[config.mk]
export PLATFORM = sky130hd
export DESIGN_NAME = mult_gpio_bridge_flat
export DESIGN_NICKNAME = d
export VERILOG_FILES = /design/src/rtl/mult_gpio_bridge_pkg.sv /design/src/rtl/mult_gpio_bridge_if.sv /design/src/rtl/mult_gpio_bridge_rise_detect.sv /design/src/rtl/mult_gpio_bridge.sv /design/src/flat_wrapper.sv
export SDC_FILE = /design/constraint.sdc
export NUM_CORES = 1
export LEC_CHECK = 0
export ABC_AREA = 0
export CAP_MARGIN = 20
export CORE_AREA = 2 2 266 268
export CTS_CLUSTER_DIAMETER = 150
export CTS_CLUSTER_SIZE = 10
export DETAILED_ROUTE_END_ITERATION = 8
export DIE_AREA = 0 0 268 270
export PLACE_DENSITY = 0.65
export SETUP_SLACK_MARGIN = 0.3
export SLEW_MARGIN = 20
export SYNTH_ARGS = -nofsm -noshare
export SYNTH_HDL_FRONTEND = slang
export SYNTH_SLANG_ARGS = --single-unit
[constraint.sdc]
create_clock -name clk -period 4.12 [get_ports clk]
set_clock_uncertainty 0.2 [all_clocks]
set_input_delay 0.824 -clock clk [delete_from_list [all_inputs] [get_ports clk]]
set_output_delay 0.824 -clock clk [all_outputs]
set_load 0.01 [all_outputs]
[src/rtl/mult_gpio_bridge_pkg.sv]
// mult_bridge_pkg
// Shared definitions for the GPIO-to-multiplier bridge:
//   - FSM state encoding, which software reads back in state_reg[1:0]
//   - bit positions of the status word (state_reg)
//   - bit positions of the command word (ctrl_reg)
//   - field ranges of the chunk index word (in_loc)
package mult_bridge_pkg;

   localparam int CHUNK_W = 32;

   // State codes are visible to software, so the encoding is fixed
   typedef enum logic [1:0] {
      ST_IDLE  = 2'd0,
      ST_START = 2'd1,
      ST_WAIT  = 2'd2,
      ST_DONE  = 2'd3
   } bridge_state_e;

   // state_reg bit positions
   localparam int SR_DONE_BIT    = 2;
   localparam int SR_ERR_BIT     = 3;
   localparam int SR_TIMEOUT_BIT = 4;

   // ctrl_reg bit positions
   localparam int CTRL_LOAD_BIT  = 0;
   localparam int CTRL_START_BIT = 1;
   localparam int CTRL_CLEAR_BIT = 2;

   // in_loc fields: write index (bit 2 selects operand B), read index
   localparam int WR_IDX_LSB = 0;
   localparam int WR_IDX_MSB = 2;
   localparam int RD_IDX_LSB = 16;
   localparam int RD_IDX_MSB = 18;

endpackage

[src/rtl/mult_gpio_bridge_if.sv]
// mult_gpio_bridge_if
// Handshake between the bridge and the 128-bit multiplier core.
//   op_a, op_b   operands presented to the core
//   core_start   one-cycle start pulse
//   core_done    completion pulse; core_result is valid in the same cycle
//   core_result  2*OP_W-bit product
// Modports: master = bridge side, slave = core side.
interface mult_gpio_bridge_if #(
   parameter int OP_W = 128
);

   logic [OP_W-1:0]   op_a;
   logic [OP_W-1:0]   op_b;
   logic              core_start;
   logic              core_done;
   logic [2*OP_W-1:0] core_result;

   modport master (
      output op_a,
      output op_b,
      output core_start,
      input  core_done,
      input  core_result
   );

   modport slave (
      input  op_a,
      input  op_b,
      input  core_start,
      output core_done,
      output core_result
   );

endinterface

[src/rtl/mult_gpio_bridge_rise_detect.sv]
// rise_detect
// Previous-value register plus rising-edge flag for a W-bit vector.
//   clk, reset  clock, asynchronous active-low reset
//   sig         level inputs
//   rise        sig & ~previous sig, combinational from the current input
module rise_detect #(
   parameter int W = 1
) (
   input  logic         clk,
   input  logic         reset,
   input  logic [W-1:0] sig,
   output logic [W-1:0] rise
);

   logic [W-1:0] prev;

   // Remember last cycle's level so a held bit only fires once
   always_ff @(posedge clk or negedge reset) begin
      if (!reset) begin
         prev <= '0;
      end else begin
         prev <= sig;
      end
   end

   assign rise = sig & ~prev;

endmodule

[src/rtl/mult_gpio_bridge.sv]
// mult_gpio_bridge
// Register-level bridge between MicroBlaze MCS GPIO channels and the
// multiplier core. Software writes operand chunks, pulses START, and reads
// the captured product back one 32-bit chunk at a time.
// Ports:
//   clk, reset  system clock, asynchronous active-low reset
//   in_loc      [2:0] write chunk index (4-7 = operand B), [18:16] read index
//   in_val      write data chunk
//   ctrl_reg    [0] LOAD, [1] START, [2] CLEAR, each acting on its rising edge
//   out_val     registered product chunk selected by in_loc[18:16]
//   state_reg   [1:0] state, [2] DONE, [3] ERR, [4] TIMEOUT
//   core        master side of mult_gpio_bridge_if
// Optional feature: define MULT_BRIDGE_TIMEOUT_EN to build the WAIT watchdog,
// which abandons a transaction after TIMEOUT_CYC cycles with a zero result.
module mult_gpio_bridge
   import mult_bridge_pkg::*;
#(
   parameter int OP_W        = 128,
   parameter int TIMEOUT_CYC = 1024
) (
   input  logic               clk,
   input  logic               reset,
   input  logic [CHUNK_W-1:0] in_loc,
   input  logic [CHUNK_W-1:0] in_val,
   input  logic [CHUNK_W-1:0] ctrl_reg,
   output logic [CHUNK_W-1:0] out_val,
   output logic [CHUNK_W-1:0] state_reg,
   mult_gpio_bridge_if.master core
);

   bridge_state_e     state;
   logic [OP_W-1:0]   op_a_q;
   logic [OP_W-1:0]   op_b_q;
   logic [2*OP_W-1:0] result_q;
   logic              core_start_q;
   logic              done_q;
   logic              err_q;
   logic              timeout_q;

   logic [CTRL_CLEAR_BIT:0] ctrl_rise;
   logic                    load_rise;
   logic                    start_rise;
   logic                    clear_rise;
   logic [2:0]              wr_idx;
   logic [2:0]              rd_idx;
   logic                    unused_inputs;

   rise_detect #(
      .W (CTRL_CLEAR_BIT + 1)
   ) u_ctrl_rise (
      .clk   (clk),
      .reset (reset),
      .sig   (ctrl_reg[CTRL_CLEAR_BIT:0]),
      .rise  (ctrl_rise)
   );

   assign load_rise  = ctrl_rise[CTRL_LOAD_BIT];
   assign start_rise = ctrl_rise[CTRL_START_BIT];
   assign clear_rise = ctrl_rise[CTRL_CLEAR_BIT];
   assign wr_idx     = in_loc[WR_IDX_MSB:WR_IDX_LSB];
   assign rd_idx     = in_loc[RD_IDX_MSB:RD_IDX_LSB];

   assign unused_inputs = ^{in_loc[CHUNK_W-1:RD_IDX_MSB+1],
                            in_loc[RD_IDX_LSB-1:WR_IDX_MSB+1],
                            ctrl_reg[CHUNK_W-1:CTRL_CLEAR_BIT+1]};

`ifdef MULT_BRIDGE_TIMEOUT_EN
   localparam int CNT_W = $clog2(TIMEOUT_CYC + 1);
   localparam logic [CNT_W-1:0] CNT_LAST = CNT_W'(TIMEOUT_CYC - 1);
   logic [CNT_W-1:0] wait_cnt;
`else
   logic unused_timeout_cfg;
   assign unused_timeout_cfg = TIMEOUT_CYC[0];
   assign timeout_q          = 1'b0;
`endif

   // Main FSM. CLEAR overrides everything else in the same cycle, including
   // a coincident core_done. LOAD and START together in IDLE/DONE write the
   // chunk on the same edge that enters START, so the core sees new data.
   always_ff @(posedge clk or negedge reset) begin
      if (!reset) begin
         state        <= ST_IDLE;
         op_a_q       <= '0;
         op_b_q       <= '0;
         result_q     <= '0;
         core_start_q <= 1'b0;
         done_q       <= 1'b0;
         err_q        <= 1'b0;
         out_val      <= '0;
`ifdef MULT_BRIDGE_TIMEOUT_EN
         timeout_q    <= 1'b0;
         wait_cnt     <= '0;
`endif
      end else begin
         core_start_q <= 1'b0;
         out_val      <= result_q[{rd_idx, 5'b0} +: CHUNK_W];

         if (clear_rise) begin
            state    <= ST_IDLE;
            op_a_q   <= '0;
            op_b_q   <= '0;
            result_q <= '0;
            done_q   <= 1'b0;
            err_q    <= 1'b0;
`ifdef MULT_BRIDGE_TIMEOUT_EN
            timeout_q <= 1'b0;
`endif
         end else begin
            case (state)
               ST_IDLE, ST_DONE: begin
                  if (load_rise) begin
                     if (wr_idx[2]) begin
                        op_b_q[{wr_idx[1:0], 5'b0} +: CHUNK_W] <= in_val;
                     end else begin
                        op_a_q[{wr_idx[1:0], 5'b0} +: CHUNK_W] <= in_val;
                     end
                  end
                  if (start_rise) begin
                     state        <= ST_START;
                     core_start_q <= 1'b1;
                     done_q       <= 1'b0;
                  end
               end
               ST_START: begin
                  if (load_rise || start_rise) begin
                     err_q <= 1'b1;
                  end
                  state <= ST_WAIT;
`ifdef MULT_BRIDGE_TIMEOUT_EN
                  wait_cnt <= '0;
`endif
               end
               ST_WAIT: begin
                  if (load_rise || start_rise) begin
                     err_q <= 1'b1;
                  end
                  if (core.core_done) begin
                     result_q <= core.core_result;
                     done_q   <= 1'b1;
                     state    <= ST_DONE;
                  end
`ifdef MULT_BRIDGE_TIMEOUT_EN
                  else if (wait_cnt == CNT_LAST) begin
                     result_q  <= '0;
                     done_q    <= 1'b1;
                     timeout_q <= 1'b1;
                     state     <= ST_DONE;
                  end else begin
                     wait_cnt <= wait_cnt + CNT_W'(1);
                  end
`endif
               end
               default: state <= ST_IDLE;
            endcase
         end
      end
   end

   // Status word is a direct view of the flops above
   always_comb begin
      state_reg                 = '0;
      state_reg[1:0]            = state;
      state_reg[SR_DONE_BIT]    = done_q;
      state_reg[SR_ERR_BIT]     = err_q;
      state_reg[SR_TIMEOUT_BIT] = timeout_q;
   end

   assign core.op_a       = op_a_q;
   assign core.op_b       = op_b_q;
   assign core.core_start = core_start_q;

endmodule
[src/flat_wrapper.sv]
// flat-port wrapper written by rule: the top's interface ports become plain ports
module mult_gpio_bridge_flat import mult_bridge_pkg::*;
#(
   parameter int OP_W        = 128,
   parameter int TIMEOUT_CYC = 1024
)
  (clk, reset, in_loc, in_val, ctrl_reg, out_val, state_reg, core_op_a, core_op_b, core_core_start, core_core_done, core_core_result);
  mult_gpio_bridge_if #(.OP_W(OP_W)) core_i ();
  input  logic clk;
  input  logic reset;
  input  logic [CHUNK_W-1:0] in_loc;
  input  logic [CHUNK_W-1:0] in_val;
  input  logic [CHUNK_W-1:0] ctrl_reg;
  output logic [CHUNK_W-1:0] out_val;
  output logic [CHUNK_W-1:0] state_reg;
  output wire logic [$bits(core_i.op_a)-1:0] core_op_a;
  output wire logic [$bits(core_i.op_b)-1:0] core_op_b;
  output wire logic [$bits(core_i.core_start)-1:0] core_core_start;
  input wire logic [$bits(core_i.core_done)-1:0] core_core_done;
  input wire logic [$bits(core_i.core_result)-1:0] core_core_result;
  assign core_op_a = core_i.op_a;
  assign core_op_b = core_i.op_b;
  assign core_core_start = core_i.core_start;
  assign core_i.core_done = core_core_done;
  assign core_i.core_result = core_core_result;
  mult_gpio_bridge #(.OP_W(OP_W), .TIMEOUT_CYC(TIMEOUT_CYC)) u_core (.clk(clk), .reset(reset), .in_loc(in_loc), .in_val(in_val), .ctrl_reg(ctrl_reg), .out_val(out_val), .state_reg(state_reg), .core(core_i));
endmodule
==> reports/metrics.cfg <==
[cts]
htreeDepth=2
ctsHoldBuffers=1
path_clk_slew_ns=0.06
cts_tree=yes
root_buffer=clkbuf_16
cts.sinks=552
ctsResizeCount=0
post_cts_buffers=0
clock_path_buffers=3
numCtsBuffers=61
insertion_delay_ns=0.62

[yosys]
yosysSeqAreaShare_pct=60.76
synth_cells=1838
synth_top_family_by_area=compound AO/OA/AOI/OAI gates
syn_area_per_cell_um2=12.37
synth-compound-area-share_pct=22.78
ys_seq_elements=552
synth-xor-area-share_pct=0
synth_cell_types=28
yosys_warnings=0
synth_area_um2=22740
synthAdderAreaFrac_pct=0.4403
synth-simple-area-share_pct=3.203
synthMuxAreaShare_pct=7.974

[timing]
period_minus_slack_ns=3.003
final_hold_viol_count=0
drv_slew=0
fin_setup_tns_ns=0
fmax_mhz=333.1
rsz0062_at_grt=no
timing.hold.ws_ns=0.2997
finalCritPeriodShare_pct=72.88
maxSlewHeadroom_pct=37.55
setup_violations=0
worst_pin_slew_ns=0.9368

[flow_run]
maxCapViolCount=0

[cells_and_area]
nets=2699
drive_gt1_share_pct=9.581
layoutNonFillerInstCount=3288
area_growth_pct=37.45
largest_register_ffs=256
max_flop_register=u_core.result_q
fillCellCount=6286

[routing]
drtPass1Iterations=6
ant_nets=0
vias_per_cell=5.616
detail_route.wl_per_cell_um=25.75
drc=0
drt_iter0_drc=1400
vias=18460
drt_wl_total_um=84660

[critical_path]
worstPathArrival_ns=3.33
worstSetupPathType=input port to flip-flop
critPathLaunchType=input port
crit_end=u_core.core.op_b[98]$_DFFE_PN0P_
worstPathRequired_ns=4.45
worst_setup_path_end_kind=flip-flop
slowest_delay_ns=0.68
r2r_cells=7
r2r_slack_ns=1.44
cp-startpoint=in_loc[0]
r2r_end=u_core.core.op_b[81]$_DFFE_PN0P_
crit_fanout=96
slowest_stage=clkdlybuf4s50_1
cp_cell_sequence=clkdlybuf4s50_1, inv_1, ha_1, nand2b_1, nor4b_4, buf_12, nand2_1, a21oi_1
r2r_start=u_core.state[0]$_DFFE_PN0P_

[global_routing]
track_usage_pct=22.65
grt_max_degree=129
antenna_found_initial=17
grt_pass1_wl_um=125100
overflow=0
grt_pass1_vias=19400

[die]
ioPinCount=676
num_rows=97
die_w_um=268
core_um2=69540
die_area_um2=72360
start_util_pct=32.69
fp.dieH_um=270

[place]
io_buffer_count=592
dpl.hpwl_um=58120
dp_cells=3212
gp_congestion=0.8652

[power_and_ir_drop]
finalPower_mw=15.68
p_per_area_nw_per_um2=501.8
ir_drop_mv=0.3517
p_leak_nw=13.35

[worst_hold_path]
holdCritPathClass=flip-flop to flip-flop

[run_status]
status=complete, no violations

==> stage by stage <==
stage	cell area, µm²	setup slack [ns]	utilization, %
final	31250	1.117	44.94
after global routing	31240	1.022	44.92
after CTS	31220	1.197	44.90
after detailed placement	29590	0.5443	42.56
after global placement	29590	0.6481	42.56
after floorplan	22840	1.588	-
==> cell usage after synthesis <==
library cell | n | area, µm²
a21oi_1 | 260 | 1301
a22o_1 | 256 | 2242
a31oi_1 | 256 | 1602
a32o_1 | 1 | 10.01
and3_1 | 1 | 6.260
and4b_1 | 1 | 10.01
and4bb_2 | 1 | 12.51
buf_1 | 14 | 52.55
buf_2 | 46 | 230.2
buf_4 | 40 | 300.3
clkbuf_1 | 131 | 491.7
conb_1 | 1 | 3.750
dfrtp_1 | 552 | 13810
ha_1 | 8 | 100.1
inv_1 | 6 | 22.52
mux2_2 | 33 | 371.6
mux4_2 | 64 | 1441
nand2_1 | 145 | 544.3
nand2b_1 | 4 | 25.02
nand3_1 | 1 | 5.000
nor2_1 | 4 | 15.01
nor2b_1 | 2 | 12.51
nor3_2 | 1 | 10.01
nor4_4 | 1 | 21.27
nor4b_4 | 2 | 47.55
o21ai_0 | 2 | 10.01
o31ai_1 | 2 | 15.01
or2_2 | 3 | 18.77
==> cell usage in the layout (no fill, tap or decap), drive strengths merged, types with 2 or more instances in the layout <==
master	n
ha	8
mux2	33
nor2b	2
clkdlybuf4s50	588
a31oi	256
clkinv	2
nor2	4
nand2	145
dfrtp	552
o31ai	2
o21ai	2
diode	10
a22o	256
a21oi	260
clkbuf	62
mux4	64
buf	50
inv	7
nand2b	4
or2	3
nor4b	2
conb	28
==> cells by family after synthesis <==
family,after synthesis
multiplexers,97
AO/OA/AOI/OAI,777
AND/OR/NAND/NOR,166
adder cells (fa/ha/maj),8
buffers and inverters,237
flip-flops,552
other,1
==> cell type report <==
| class | instances | area [µm²] | area share, % |
|---|---|---|---|
| clock inverter | 3 | 68.82 | 0.2202 |
| multi-input combinational | 1076 | 7981 | 25.54 |
| tap | 940 | 1176 | 3.764 |
| clock buffer | 62 | 1551 | 4.965 |
| inverter | 6 | 22.52 | 0.07207 |
| antenna | 10 | 25.02 | 0.08008 |
| sequential | 552 | 13810 | 44.20 |
| timing repair buffer | 639 | 6611 | 21.16 |
==> layer usage <==
layer	track usage, %	share of wire, %
met5	0	0.11
met1	25.79	36
met2	37.99	48
met4	9.850	4.5
met3	8.333	10
==> how the worst min path moves through the flow <==
stage                                                 from                                to  cells past startpoint
after detailed placement  u_core.result_q[111]$_DFFE_PN0P_  u_core.result_q[111]$_DFFE_PN0P_                      1
after floorplan                  u_core.done_q$_DFFE_PN0P_         u_core.done_q$_DFFE_PN0P_                      1
final                      u_core.result_q[27]$_DFFE_PN0P_   u_core.result_q[27]$_DFFE_PN0P_                      1
after CTS                 u_core.result_q[111]$_DFFE_PN0P_  u_core.result_q[111]$_DFFE_PN0P_                      1
after global placement    u_core.result_q[193]$_DFFE_PN0P_  u_core.result_q[193]$_DFFE_PN0P_                      1
after global routing      u_core.result_q[208]$_DFFE_PN0P_  u_core.result_q[208]$_DFFE_PN0P_                      1
==> critical path, delay by kind of cell <==
kind / cells / cell delay, ns
buffers and inverters: 3 / 1.21
AND/OR/NAND/NOR: 3 / 0.75
adder cells (fa/ha/maj): 1 / 0.26
AO/OA/AOI/OAI: 1 / 0.19
==> report_power, final <==
group          leakage, nW  internal [mW]  switching, mW
Combinational         5.03           1.92           1.84
Clock                0.791           2.64           2.15
Sequential            7.53           6.49          0.641
Note: power is estimated with default switching activity, not from simulation.
